## config.mk

```make
export PLATFORM = sky130hd
export DESIGN_NAME = pipe_stage_skid
export DESIGN_NICKNAME = d
export VERILOG_FILES = /design/src/rtl/pipe_stage_skid.sv
export SDC_FILE = /design/constraint.sdc
export NUM_CORES = 1
export LEC_CHECK = 0
export ABC_AREA = 1
export BUFFER_PORTS_ARGS = -buffer_cell sky130_fd_sc_hd__buf_2
export CORE_MARGIN = 1.5
export CORE_UTILIZATION = 44
export DETAILED_ROUTE_END_ITERATION = 12
export HOLD_SLACK_MARGIN = 0.05
export PLACE_DENSITY = 0.75
export SLEW_MARGIN = 30
export SYNTH_ARGS = -nofsm -noshare
export SYNTH_HDL_FRONTEND = slang
export SYNTH_SLANG_ARGS = --single-unit
```

## constraint.sdc

```tcl
create_clock -name clk -period 5.2 [get_ports clk]
set_input_delay 0.52 -clock clk [delete_from_list [all_inputs] [get_ports clk]]
set_output_delay 0.52 -clock clk [all_outputs]
set_load 0.1 [all_outputs]
```

## src/rtl/pipe_stage_skid.sv

```systemverilog
// Pipeline stage register {instr, currPC, nextPC} with valid/ready, flush-to-NOP and a stall counter.
// Latency 1 cycle; SKID=1 gives a 2-entry skid with registered in_ready, SKID=0 a single entry with in_ready from out_ready.
module pipe_stage_skid #(
    parameter int                 INSTR_W   = 16,
    parameter int                 PC_W      = 16,
    parameter logic [INSTR_W-1:0] NOP_INSTR = 16'h0800,
    parameter bit                 SKID      = 1'b1,
    parameter int                 CNT_W     = 8
) (
    input  logic               clk,
    input  logic               rst,
    input  logic               in_valid,
    output logic               in_ready,
    input  logic [INSTR_W-1:0] in_instr,
    input  logic [PC_W-1:0]    in_curr_pc,
    input  logic [PC_W-1:0]    in_next_pc,
    input  logic               flush,
    output logic               out_valid,
    input  logic               out_ready,
    output logic [INSTR_W-1:0] out_instr,
    output logic [PC_W-1:0]    out_curr_pc,
    output logic [PC_W-1:0]    out_next_pc,
    output logic [CNT_W-1:0]   stall_cnt
);
    typedef enum logic [1:0] {
        EMPTY = 2'd0,
        ONE   = 2'd1,
        FULL  = 2'd2
    } state_t;

    state_t state;
    state_t stateNext;

    logic accept;
    logic pop;
    logic headVld;
    logic loadHeadIn;
    logic loadHeadSkid;
    logic loadSkid;
    logic clearHead;

    logic [INSTR_W-1:0] headInstr;
    logic [PC_W-1:0]    headCurrPc;
    logic [PC_W-1:0]    headNextPc;
    logic [INSTR_W-1:0] skidInstr;
    logic [PC_W-1:0]    skidCurrPc;
    logic [PC_W-1:0]    skidNextPc;

    assign headVld = (state != EMPTY);
    assign accept  = in_valid & in_ready;
    assign pop     = headVld & out_ready;

    // FULL is unreachable with SKID=0 because in_ready blocks accept-without-pop.
    generate
        if (SKID) begin : gSkid
            assign in_ready = (state != FULL);
        end else begin : gSingle
            assign in_ready = !headVld | out_ready;
        end
    endgenerate

    always_ff @(posedge clk or posedge rst) begin
        if (rst) begin
            state <= EMPTY;
        end else begin
            state <= stateNext;
        end
    end

    always_comb begin
        stateNext    = state;
        loadHeadIn   = 1'b0;
        loadHeadSkid = 1'b0;
        loadSkid     = 1'b0;
        clearHead    = 1'b0;
        case (state)
            EMPTY: begin
                if (accept) begin
                    stateNext  = ONE;
                    loadHeadIn = 1'b1;
                end
            end
            ONE: begin
                if (accept && pop) begin
                    loadHeadIn = 1'b1;
                end else if (accept) begin
                    stateNext = FULL;
                    loadSkid  = 1'b1;
                end else if (pop) begin
                    stateNext = EMPTY;
                    clearHead = 1'b1;
                end
            end
            FULL: begin
                if (pop) begin
                    stateNext    = ONE;
                    loadHeadSkid = 1'b1;
                end
            end
            default: begin
                stateNext = EMPTY;
                clearHead = 1'b1;
            end
        endcase
        // A flush discards everything held plus any same-cycle accept.
        if (flush) begin
            stateNext    = EMPTY;
            loadHeadIn   = 1'b0;
            loadHeadSkid = 1'b0;
            loadSkid     = 1'b0;
            clearHead    = 1'b1;
        end
    end

    always_ff @(posedge clk or posedge rst) begin
        if (rst) begin
            headInstr  <= NOP_INSTR;
            headCurrPc <= '0;
            headNextPc <= '0;
        end else if (clearHead) begin
            headInstr  <= NOP_INSTR;
            headCurrPc <= '0;
            headNextPc <= '0;
        end else if (loadHeadIn) begin
            headInstr  <= in_instr;
            headCurrPc <= in_curr_pc;
            headNextPc <= in_next_pc;
        end else if (loadHeadSkid) begin
            headInstr  <= skidInstr;
            headCurrPc <= skidCurrPc;
            headNextPc <= skidNextPc;
        end
    end

    always_ff @(posedge clk or posedge rst) begin
        if (rst) begin
            skidInstr  <= NOP_INSTR;
            skidCurrPc <= '0;
            skidNextPc <= '0;
        end else if (loadSkid) begin
            skidInstr  <= in_instr;
            skidCurrPc <= in_curr_pc;
            skidNextPc <= in_next_pc;
        end
    end

    always_ff @(posedge clk or posedge rst) begin
        if (rst) begin
            stall_cnt <= '0;
        end else if (headVld && !out_ready && !flush && (stall_cnt != {CNT_W{1'b1}})) begin
            stall_cnt <= stall_cnt + CNT_W'(1);
        end
    end

    assign out_valid   = headVld;
    assign out_instr   = headInstr;
    assign out_curr_pc = headCurrPc;
    assign out_next_pc = headNextPc;

endmodule

```

==> qor.yml <==
status: "finished clean"
final_layout_size_suffix_gt1_frac: 0.211
gp_congestion: 0.794
clock_latency_ns: 0.34
cts_made_buffers: 9
end_kind: "flop"
cts_hold_repair.buffers: 0
port_buffers: 110
ys_ff_latch: 106
synth.avg_cell_area_sq_um: 8.17
vias: 4098
timing.final.ws_setup_ns: 2.69
antenna_found_initial: 0
maxCapViolCount: 0
cts_root_buffer: "clkbuf_16"
finalHoldViolCount: 0
grt_max_degree: 97
path_cells: "nor2_2 -> nand3_4 -> nand2_4 -> nand3_1 -> nand2_1 -> inv_1"
crit_required_ns: 5.48
dp_slack_ns: 2.26
nNetsFinal: 755
crit_path_max_incr_delay_ns: 0.76
antenna_cells: 0
ir_drop_uv: 376
syn_nets: 667
ioPinCount: 111
avgViaCountPerCell: 4.84
cp.arrival_ns: 2.79
ant_nets: 0
fp.dieArea_sq_um: 12000
routedWlPerCell_microns: 12.6
drc: 0
p_leak_nw: 3.32
fin_crit_ns: 2.51
yosysSeqAreaShare: 0.530
h-tree-depth: 3
track_usage: 0.190
crit_slowest_cell: "nand2_4"
grt_first_pass_wirelength_microns: 17900
ys_types: 26
fin_crit_sh: 0.483
cts_tree: "yes"
dieWidth_microns: 110
cts.sinks: 106
setup_viol: 0
clk_pin_slew_ns: 0.07
hpwl_microns: 7210
die_h_microns: 110
cpLargestDelayFamily: "simple AND/OR/NAND/NOR gates"
worstSetupStartpointType: "flop"
rsz0062_at_grt: "no"
num_rows: 38
grt_pass1_vias: 3979
ctsResizeCount: 0
drt_iter0_markers: 164
ys_warn_count: 0
crit_fanout: 96
worst_slew_pin_slew_ns: 0.932
postSynthCellCount: 613
slew_headroom: 0.379
overflow: 0
firstDrtPassIters: 5
fin_worst_skew_ns: 0.00637
core_sq_um: 11000
synth.cell_area_sq_um: 5010
syn_to_final_growth_pct: 15.7
power_density_nw_per_um2: 543
tns_ns: 0
fillers: 1036
crit_type: "flop to flop"
min_path_type: "input pin to asynchronous set/reset pin"
max-clock-path-buffers: 2
initial_core_util: 0.456
max_freq_mhz: 398
routed_wl_microns: 10600
power.total_mw: 3.14
cts_setup_buffers: 0
crit_buf_inv: 1
drv_slew: 0
worst reg2reg max path: stages, from the launching register on:
cell     delay, ns
dfrtp_1       0.45
nor2_2        0.23
nand3_4       0.68
nand2_4       0.83
nand3_1       0.13
nand2_1       0.10
inv_1         0.04
cells by family after synthesis:
| family | share of synthesized area |
|---|---|
| XOR/XNOR | 0.00700 |
| AO/OA/AOI/OAI | 0.0990 |
| adder cells (fa/ha/maj) | 0.00250 |
| AND/OR/NAND/NOR | 0.260 |
| buffers and inverters | 0.101 |
| flip-flops | 0.530 |
Yosys cell counts (all sizes together):
cell type,n,share of area
buf,27,0.046
clkbuf,8,0.0062
dfrtp,104,0.52
dfstp,2,0.010
ha,1,0.0025
inv,65,0.049
nand2,231,0.17
nand3,58,0.069
nand4,2,0.0025
nor2,10,0.010
nor3,2,0.0030
o21ai,99,0.099
xnor2,2,0.0035
xor2,2,0.0035
stage by stage:
| step | util | instances | cell area [sq um] | hold WS [ns] |
|---|---|---|---|---|
| finish | 0.527 | 846 | 5790 | 0.258 |
| CTS | 0.526 | 846 | 5780 | 0.288 |
| detailed placement | 0.502 | 830 | 5520 | 0.457 |
| global route | 0.527 | 846 | 5790 | 0.332 |
| global placement | 0.500 | 829 | 5490 | 0.455 |
| floorplan | - | 613 | 5010 | 0.444 |
per-layer routing:
layer | wire length, microns | track usage | vias up
met5 | 0 | 0 | -
met4 | 114 | 0.0668 | 0
met2 | 5050 | 0.315 | 92
li1 | - | - | 2099
met3 | 501 | 0.0415 | 9
met1 | 4950 | 0.245 | 1898
layout by cell type (no fill, tap or decap):
cell	count
xnor2_1	2
o21ai_1	72
nor3_1	1
clkbuf_8	1
inv_2	3
clkinv_2	1
nand3_1	48
clkbuf_16	9
clkbuf_1	5
buf_16	1
buf_4	1
dfrtp_1	104
nor3_2	1
nor2_1	6
nand2_4	3
ha_1	1
inv_4	1
nand2_2	2
o21ai_0	27
nand4_1	2
nand3_4	1
inv_1	61
buf_2	110
nand2_1	226
nand3_2	9
dfstp_2	2
xor2_1	2
nor2_4	1
nor2_2	3
power by group:
part	switching (mW)	total (mW)	internal (mW)
combinational	1.01	1.29	0.278
sequential	0.152	1.24	1.08
clock	0.283	0.621	0.339
total	1.44	3.14	1.70
state kept, by name, summed over array words and instances, names as in the netlist:
register     flops
out_curr_pc     16
out_instr       16
out_next_pc     16
skidCurrPc      16
skidInstr       16
skidNextPc      16
stall_cnt        8
state            2
cell type report:
type,count,area (sq um),share of cell area
timing repair buffer,112,586,0.101
sequential,106,2660,0.459
clock inverter,1,5.00,0.000864
inverter,65,246,0.0426
clock buffer,15,258,0.0445
tap,140,175,0.0303
multi-input combinational,407,1870,0.322
final timing paths:
| kind | start | endpoint | slack, ns | depth (start not counted) |
|---|---|---|---|---|
| setup / recovery | state[1]$_DFFE_PP0P_ | out_instr[11]$_DFFE_PP1P_ | 2.69 | 6 |
| setup reg to reg | state[1]$_DFFE_PP0P_ | out_instr[11]$_DFFE_PP1P_ | 2.69 | 6 |
| min in group clk | in_instr[11] | skidInstr[11]$_DFFE_PP1P_ | 0.43 | 3 |
| max in group asynchronous | rst | out_next_pc[0]$_DFFE_PP0P_ | 3.82 | 3 |
| hold / removal | rst | out_curr_pc[12]$_DFFE_PP0P_ | 0.26 | 2 |
| hold reg to reg | skidInstr[11]$_DFFE_PP1P_ | skidInstr[11]$_DFFE_PP1P_ | 0.47 | 2 |
Note: power is estimated with default switching activity, not from simulation.
